--- config.mk ---
export PLATFORM = sky130hd
export DESIGN_NAME = display_scan_ctrl
export DESIGN_NICKNAME = d
export VERILOG_FILES = /design/src/rtl/display_pkg.sv /design/src/rtl/display_scan_ctrl_tick_gen.sv /design/src/rtl/display_scan_ctrl.sv
export SDC_FILE = /design/constraint.sdc
export NUM_CORES = 1
export LEC_CHECK = 0
export CELL_PAD_IN_SITES_DETAIL_PLACEMENT = 1
export CELL_PAD_IN_SITES_GLOBAL_PLACEMENT = 1
export CORE_UTILIZATION = 42
export CTS_CLUSTER_DIAMETER = 120
export DETAILED_ROUTE_END_ITERATION = 8
export HOLD_SLACK_MARGIN = 0.03
export PLACE_DENSITY = 0.84
export SETUP_SLACK_MARGIN = 0.2
export SYNTH_ARGS = -nofsm -noshare
export SYNTH_HDL_FRONTEND = slang
export SYNTH_SLANG_ARGS = --single-unit
--- constraint.sdc ---
create_clock -name i_clk -period 2.2 [get_ports i_clk]
set_input_delay 0.44 -clock i_clk [delete_from_list [all_inputs] [get_ports i_clk]]
set_output_delay 0.44 -clock i_clk [all_outputs]
set_load 0.005 [all_outputs]
--- src/rtl/display_pkg.sv ---
// rtl/display_pkg.sv - shared constants, types and digit-select helper for the scan controller
package display_pkg;

  localparam int DIGITS    = 4;
  localparam int SEL_W     = 2;
  localparam int NIB_W     = 4;
  localparam int BLANK_CYC = 2;

  typedef logic [SEL_W-1:0] digit_sel_t;
  typedef logic [NIB_W-1:0] nibble_t;

  function automatic nibble_t pick_nibble(input logic [DIGITS*NIB_W-1:0] word,
                                          input digit_sel_t             sel);
    nibble_t n;
    case (sel)
      2'd0:    n = word[3:0];
      2'd1:    n = word[7:4];
      2'd2:    n = word[11:8];
      default: n = word[15:12];
    endcase
    return n;
  endfunction

endpackage

--- src/rtl/display_scan_ctrl_tick_gen.sv ---
// rtl/display_scan_ctrl_tick_gen.sv - slot prescaler; counts 0..DIV-1 while enabled and flags the last cycle
module tick_gen #(
  parameter int DIV   = 100000,
  parameter int CNT_W = (DIV > 1) ? $clog2(DIV) : 1
) (
  input  logic             i_clk,
  input  logic             i_reset,
  input  logic             i_enable,
  output logic             o_tick,
  output logic [CNT_W-1:0] o_cnt
);

  localparam logic [CNT_W-1:0] LAST = CNT_W'(DIV - 1);

  logic [CNT_W-1:0] r_cnt;
  logic             w_tick;

  assign w_tick = i_enable && (r_cnt == LAST);

  always_ff @(posedge i_clk) begin
    if (i_reset) begin
      r_cnt <= '0;
    end else if (w_tick) begin
      r_cnt <= '0;
    end else if (i_enable) begin
      r_cnt <= r_cnt + 1'b1;
    end
  end

  assign o_tick = w_tick;
  assign o_cnt  = r_cnt;

endmodule

--- src/rtl/display_scan_ctrl.sv ---
// rtl/display_scan_ctrl.sv - 4-digit seven-segment scan controller with double-buffered digits
// Optional anti-ghosting gap at the start of each slot when SCAN_BLANK_EN is defined.
module display_scan_ctrl
  import display_pkg::*;
#(
  parameter int DIV = 100000
) (
  input  logic                    i_clk,
  input  logic                    i_reset,
  input  logic                    i_enable,
  input  logic                    i_load,
  input  logic [DIGITS*NIB_W-1:0] i_data,
  output logic [SEL_W-1:0]        o_sel,
  output logic [NIB_W-1:0]        o_nibble,
  output logic                    o_blank,
  output logic                    o_frame_done
);

  localparam int         CNT_W    = (DIV > 1) ? $clog2(DIV) : 1;
  localparam digit_sel_t SEL_LAST = digit_sel_t'(DIGITS - 1);

`ifdef SCAN_BLANK_EN
  localparam bit GAP_EN = 1'b1;
`else
  localparam bit GAP_EN = 1'b0;
`endif

  logic                    w_tick;
  logic [CNT_W-1:0]        w_cnt;
  logic [CNT_W-1:0]        w_cnt_nxt;
  logic                    w_wrap;
  logic                    w_blank_nxt;

  digit_sel_t              r_sel;
  logic [DIGITS*NIB_W-1:0] r_shadow;
  logic [DIGITS*NIB_W-1:0] r_active;
  logic                    r_pending;
  logic                    r_blank;
  logic                    r_frame_done;

  tick_gen #(
    .DIV   (DIV),
    .CNT_W (CNT_W)
  ) u_tick_gen (
    .i_clk    (i_clk),
    .i_reset  (i_reset),
    .i_enable (i_enable),
    .o_tick   (w_tick),
    .o_cnt    (w_cnt)
  );

  assign w_wrap = w_tick && (r_sel == SEL_LAST);

  // Blank is registered, so it is decided from the count the prescaler will hold after this edge.
  always_comb begin
    w_cnt_nxt = w_cnt;
    if (w_tick) begin
      w_cnt_nxt = '0;
    end else if (i_enable) begin
      w_cnt_nxt = w_cnt + 1'b1;
    end
  end

  assign w_blank_nxt = !i_enable || (GAP_EN && (w_cnt_nxt < CNT_W'(BLANK_CYC)));

  always_ff @(posedge i_clk) begin
    if (i_reset) begin
      r_sel <= '0;
    end else if (w_tick) begin
      r_sel <= r_sel + 1'b1;
    end
  end

  // A load on the commit edge wins the pending flag so that data shows one frame later.
  always_ff @(posedge i_clk) begin
    if (i_reset) begin
      r_shadow  <= '0;
      r_active  <= '0;
      r_pending <= 1'b0;
    end else begin
      if (w_wrap && r_pending) begin
        r_active  <= r_shadow;
        r_pending <= 1'b0;
      end
      if (i_load) begin
        r_shadow  <= i_data;
        r_pending <= 1'b1;
      end
    end
  end

  always_ff @(posedge i_clk) begin
    if (i_reset) begin
      r_blank      <= 1'b1;
      r_frame_done <= 1'b0;
    end else begin
      r_blank      <= w_blank_nxt;
      r_frame_done <= w_wrap;
    end
  end

  assign o_sel        = r_sel;
  assign o_nibble     = pick_nibble(r_active, r_sel);
  assign o_blank      = r_blank;
  assign o_frame_done = r_frame_done;

endmodule

# Word-level counts from Yosys, hierarchy flattened
# Cells that the tools add are included.
[classes] eq_ne=4 n_mux=3 n_reduce_logical=7 n_addsub=2
[op_table] op="$add 17x1->17 const B" count=1
[op_table] op="$eq 17x17->1 const B" count=1
[op_table] op="$pmux 4 s3" count=1
[op_table] op="$eq 2x2->1 const B" count=2
[op_table] op="$logic_and 1x1->1" count=3
[op_table] op="$add 2x1->2 const B" count=1
[op_table] op="$eq 2x1->1 const B" count=1
[op_table] op="$logic_not 2->1" count=1
[op_table] op="$mux 1" count=2
[op_table] op="$reduce_bool 2->1" count=1
[op_table] op="$reduce_or 2->1" count=1
[op_table] op="$logic_not 1->1" count=1
[word_totals] word_cells=23 reg_bits=54

# Depth between registers and ports, before layout
[logic_depth] word_depth=6 mapped_depth=8 depth_no_buf=5

# By module
# Synthesis repeated with hierarchy kept, for this count alone.
[hier_totals] hier_cells=246 hier_area_um2=2468.6
[modules_own_cells] mod="display_scan_ctrl" cells_per_inst=156 seq_area_each_um2=740.7 area_each_um2=1620.3 n_inst=1
[modules_own_cells] mod="tick_gen" cells_per_inst=90 seq_area_each_um2=340.3 area_each_um2=848.3 n_inst=1

# Least setup slack after synthesis
# OpenSTA, ideal clock, no wires.
[synth_path] path_type="register -> register" startpoint="register r_sel[0] (netlist: o_sel[0])" endpoint="register r_active[0]" required_time_ns=2.068 path_buffers=2 stages_incl_launch_ff=8 arrival_ns=1.496 setup_slack_ns=0.572 path_cell_list="dfxtp_1 ha_1 and2_1 clkbuf_1 nand3_1 clkbuf_1 o21ai_0 a21oi_1"
[synth_between] elab_chain_len=3
[synth_rtl] item="from (decl)" line_no="display_scan_ctrl.sv:34" rtl="digit_sel_t r_sel;"
[synth_rtl] item="from (signal assigned)" line_no="display_scan_ctrl.sv:70" rtl="r_sel <= r_sel + 1'b1;"
[synth_rtl] item="$eq 2x2->1" line_no="display_scan_ctrl.sv:52" rtl="assign w_wrap = w_tick && (r_sel == SEL_LAST);"
[synth_rtl] item="$logic_and 1x1->1" line_no="display_scan_ctrl.sv:52"
[synth_rtl] item="$logic_and 1x1->1" line_no="display_scan_ctrl.sv:81" rtl="if (w_wrap && r_pending) begin"
[synth_rtl] item="to (signal assigned)" line_no="display_scan_ctrl.sv:82" rtl="r_active <= r_shadow;"
[synth_rtl] item="to (decl)" line_no="display_scan_ctrl.sv:36" rtl="logic [DIGITS*NIB_W-1:0] r_active;"
# No other way between the ends.
# A chain may end at the register's enable or synchronous reset.

# Final worst setup path
[layout_path] startpoint="register r_sel[0] (netlist: o_sel[0])" endpoint="output o_nibble[0]"
[layout_between] elab_chain_len=2 elab_cells_between_ends=4 classes_between="2 x eq/ne; 1 x mux; 1 x reduce/logical"
[layout_rtl] item="$eq 2x2->1 (tied with other cells)" line_no="display_pkg.sv:15" rtl="case (sel)"
[layout_rtl] item="$pmux 4 s3 (*)" line_no="display_pkg.sv:15"
[layout_rtl] item="to (decl)" line_no="display_scan_ctrl.sv:14" rtl="output logic [NIB_W-1:0] o_nibble,"
# Mark *: on every way between the ends. The rest lies on a longest branch, timed or not.

==> results.json <==
{
  "status": "complete, no violations",
  "yosys-top-cells-area": "dfxtp_1 45%, mux2i_1 8.8%, nand4_1 5.8%",
  "p_int_w": 0.00130,
  "hold_ws_ns": 0.480,
  "drt_iter0_drc": 119,
  "critPathSlowestCell": "dfxtp_4",
  "fin_crit_ns": 2.07,
  "drcViolationCount": 0,
  "gr-total-overflow": 0,
  "cts_root_buffer": "clkbuf_8",
  "leakage_nw": 1.04,
  "synth_area_leader_cell": "dfxtp_1",
  "worst_setup_path_end_kind": "primary output",
  "drv_cap": 0,
  "synth_ff_type": "dfxtp_1",
  "hold_viol": 0,
  "cts-htree-levels": 2,
  "ys_ff_latch": 54,
  "p_clk_share_pct": 34.8,
  "tightest_slew_ns": 0.550,
  "synth_cells": 261,
  "pre_cts_slack_ns": 0.0782,
  "path_cells": "inv_4 -> ha_4 -> a222oi_1 -> mux2i_1 -> buf_2",
  "synthAdderAreaFrac_pct": 3.15,
  "fmax_ghz": 0.483,
  "finClkSkew_ns": 0.00868,
  "met2_usage_pct": 39.2,
  "crit_arrival_ns": 1.63,
  "setup_viol": 0,
  "yosysWarnings": 0,
  "die_h_um": 77.4,
  "slew_headroom_pct": 63.2,
  "syn_area_per_cell_um2": 9.14,
  "setup_ws_ns": 0.131,
  "ir_drop_v": 0.000347,
  "synth-compound-area-share_pct": 10.6,
  "dp_hpwl_mm": 4.17,
  "drt-wirelength-per-cell_um": 18.0,
  "cts.sinks": 54,
  "syn_to_final_growth_pct": 21.8,
  "synth_nets": 287,
  "cts_hold_buf": 0,
  "cts_tree": "built",
  "via_count": 2024,
  "die_w_um": 77.4,
  "grt_use_total_pct": 23.7,
  "ys_seq_area_share_pct": 45.3,
  "yosys.area_share.simple_pct": 20.3,
  "crit_required_ns": 1.76,
  "yosys.cell_types.count": 34,
  "vias_per_cell": 5.61,
  "maxSlewViolCount": 0,
  "crit_family": "flip-flops",
  "rows": 27,
  "tns_ns": 0,
  "synth_async_sr_flop_share_pct": 0,
  "clk_pin_slew_worst_paths_ns": 0.11,
  "busiest_layer": "met2",
  "clkLatencyLatePin_ns": 0.32,
  "netSwitchingFraction_pct": 25.2,
  "synth_common_cells": "54 x dfxtp_1, 33 x nor2_1, 22 x nand4_1, 21 x mux2i_1",
  "synth_top_family_by_area": "simple AND/OR/NAND/NOR gates",
  "grt_pass1_wl_mm": 10.9,
  "muxShareOfSynthArea_pct": 8.81,
  "synth_xor_xnor_area_share_pct": 5.51,
  "port_buffers": 27,
  "combPwrFrac_pct": 6.7,
  "min_path_type": "reg2reg",
  "nNetsFinal": 314,
  "diodes": 0,
  "antenna_found_initial": 0,
  "grt_pass1_vias": 2057,
  "grtUsageMet3_pct": 5.41,
  "clockBufferDepth": 2,
  "synth-edff-count": 0,
  "io_pins": 28,
  "drive_above_1_share_pct": 13.5,
  "startpoint_type": "register",
  "nFillCells": 646,
  "rsz0062_at_grt": "yes",
  "grt_max_degree": 21,
  "period_share_pct": 94.0,
  "use_met1_pct": 29.6,
  "dieArea_um2": 5990,
  "core_um2": 5510,
  "antenna_left": 0,
  "powerDensity_nw_per_um2": 597,
  "cts_made_buffers": 5,
  "power.switching_w": 0.000436,
  "dr.pass1.iters": 4,
  "start_util_pct": 43.3,
  "power.share.sequential_pct": 58.5,
  "worst-setup-path-type": "reg2out",
  "worst-path-max-fanout": 4,
  "worst-path-buf-inv": 2,
  "synth_area_um2": 2390,
  "max_stage_delay_ns": 0.40,
  "yosysMostFrequentCell": "dfxtp_1",
  "yosys.area.top_type_share_pct": 45.3,
  "routed_wl_mm": 6.49,
  "gp_congestion": 0.761
}
==> layout make-up <==
class | instances | area [µm²] | share of cell area, %
Clock buffer | 5 | 68.8 | 2.37
Timing Repair Buffer | 41 | 393 | 13.5
Multi-Input combinational cell | 177 | 1200 | 41.3
Clock inverter | 3 | 26.3 | 0.904
Inverter | 9 | 38.8 | 1.34
Tap cell | 72 | 90.1 | 3.10
Sequential cell | 54 | 1090 | 37.5
==> state kept, by name, indices dropped and copies added, names as in the netlist <==
| name | cells |
|---|---|
| u_tick_gen.o_cnt | 17 |
| r_active | 16 |
| r_shadow | 16 |
| o_sel | 2 |
| o_blank | 1 |
| o_frame_done | 1 |
| r_pending | 1 |
==> worst paths after layout <==
check	start	end	slack (ns)	depth (start not counted)
setup / recovery	o_sel[0]	o_nibble[0]	0.13	5
hold / removal	r_shadow[1]	r_active[1]	0.48	2
setup reg to reg	u_tick_gen.o_cnt[8]	r_active[5]	0.37	5
hold reg to reg	r_shadow[1]	r_active[1]	0.48	2
==> power by group through the flow <==
stage          clock [W]  sequential (W)  combinational [W]
6_report        0.000604         0.00101           0.000116
4_1_cts         0.000609         0.00101           0.000117
2_1_floorplan          0         0.00103          0.0000634
3_5_place_dp           0         0.00104           0.000116
5_1_grt         0.000659         0.00102           0.000127
3_3_place_gp           0         0.00104           0.000110
==> cells by family (layout without fill, tap and decap cells) <==
family / after synthesis / after routing
AND/OR/NAND/NOR: 90 / 90
flip-flops: 54 / 54
AO/OA/AOI/OAI: 45 / 45
buffers and inverters: 30 / 58
multiplexers: 21 / 21
XOR/XNOR: 15 / 15
adder cells (fa/ha/maj): 6 / 6
==> through the flow <==
| stage | total power, W | util (%) | cells | area (µm²) |
|---|---|---|---|---|
| 2_1_floorplan | 0.00110 | - | 261 | 2390 |
| 3_3_place_gp | 0.00115 | 49.9 | 350 | 2750 |
| 3_5_place_dp | 0.00116 | 49.9 | 350 | 2750 |
| 4_1_cts | 0.00174 | 52.4 | 361 | 2890 |
| 5_1_grt | 0.00180 | 52.8 | 361 | 2910 |
| 6_report | 0.00173 | 52.8 | 361 | 2910 |
==> worst register-to-register path, stage by stage, from the launching register on <==
cell and delay [ns]:
dfxtp_1 0.37, nor4_2 0.46, and2_1 0.44, buf_12 0.19, nand4_1 0.12, a21oi_1 0.19
==> layout by cell type (no fill, tap or decap), types with 2 or more instances in the layout <==
master           synthesis  routed
a21oi_1                 19      19
a222oi_1                 4       4
and2_1                   2       2
buf_12                   0       3
buf_2                    3       4
buf_4                    5      11
clkbuf_8                 0       5
clkdlybuf4s50_1          0      23
dfxtp_1                 54      52
dfxtp_4                  0       2
ha_1                     6       2
ha_4                     0       3
inv_1                    9       7
inv_4                    0       2
inv_6                    0       2
mux2i_1                 21      21
nand2_1                  6       6
nand3_1                  8       7
nand4_1                 22      22
nor2_1                  33      33
nor3_1                   3       3
nor4_1                   6       6
o21ai_0                 19      19
xnor2_1                 11      11
xor2_1                   4       4
==> per-layer routing <==
layer	up-vias	part of all wire [%]
li1	984	-
met1	989	45
met2	42	50
met3	9	3.3
met4	0	1.9
met5	-	0
==> what timing repair did <==
item                       in CTS  in global routing
hold endpoints to repair        0                  0
setup endpoints to repair       4                 20
resized for setup              24                  7
pin swaps                       6                  2
setup buffers                   3                  0
Note: power is estimated with default switching activity, not from simulation.
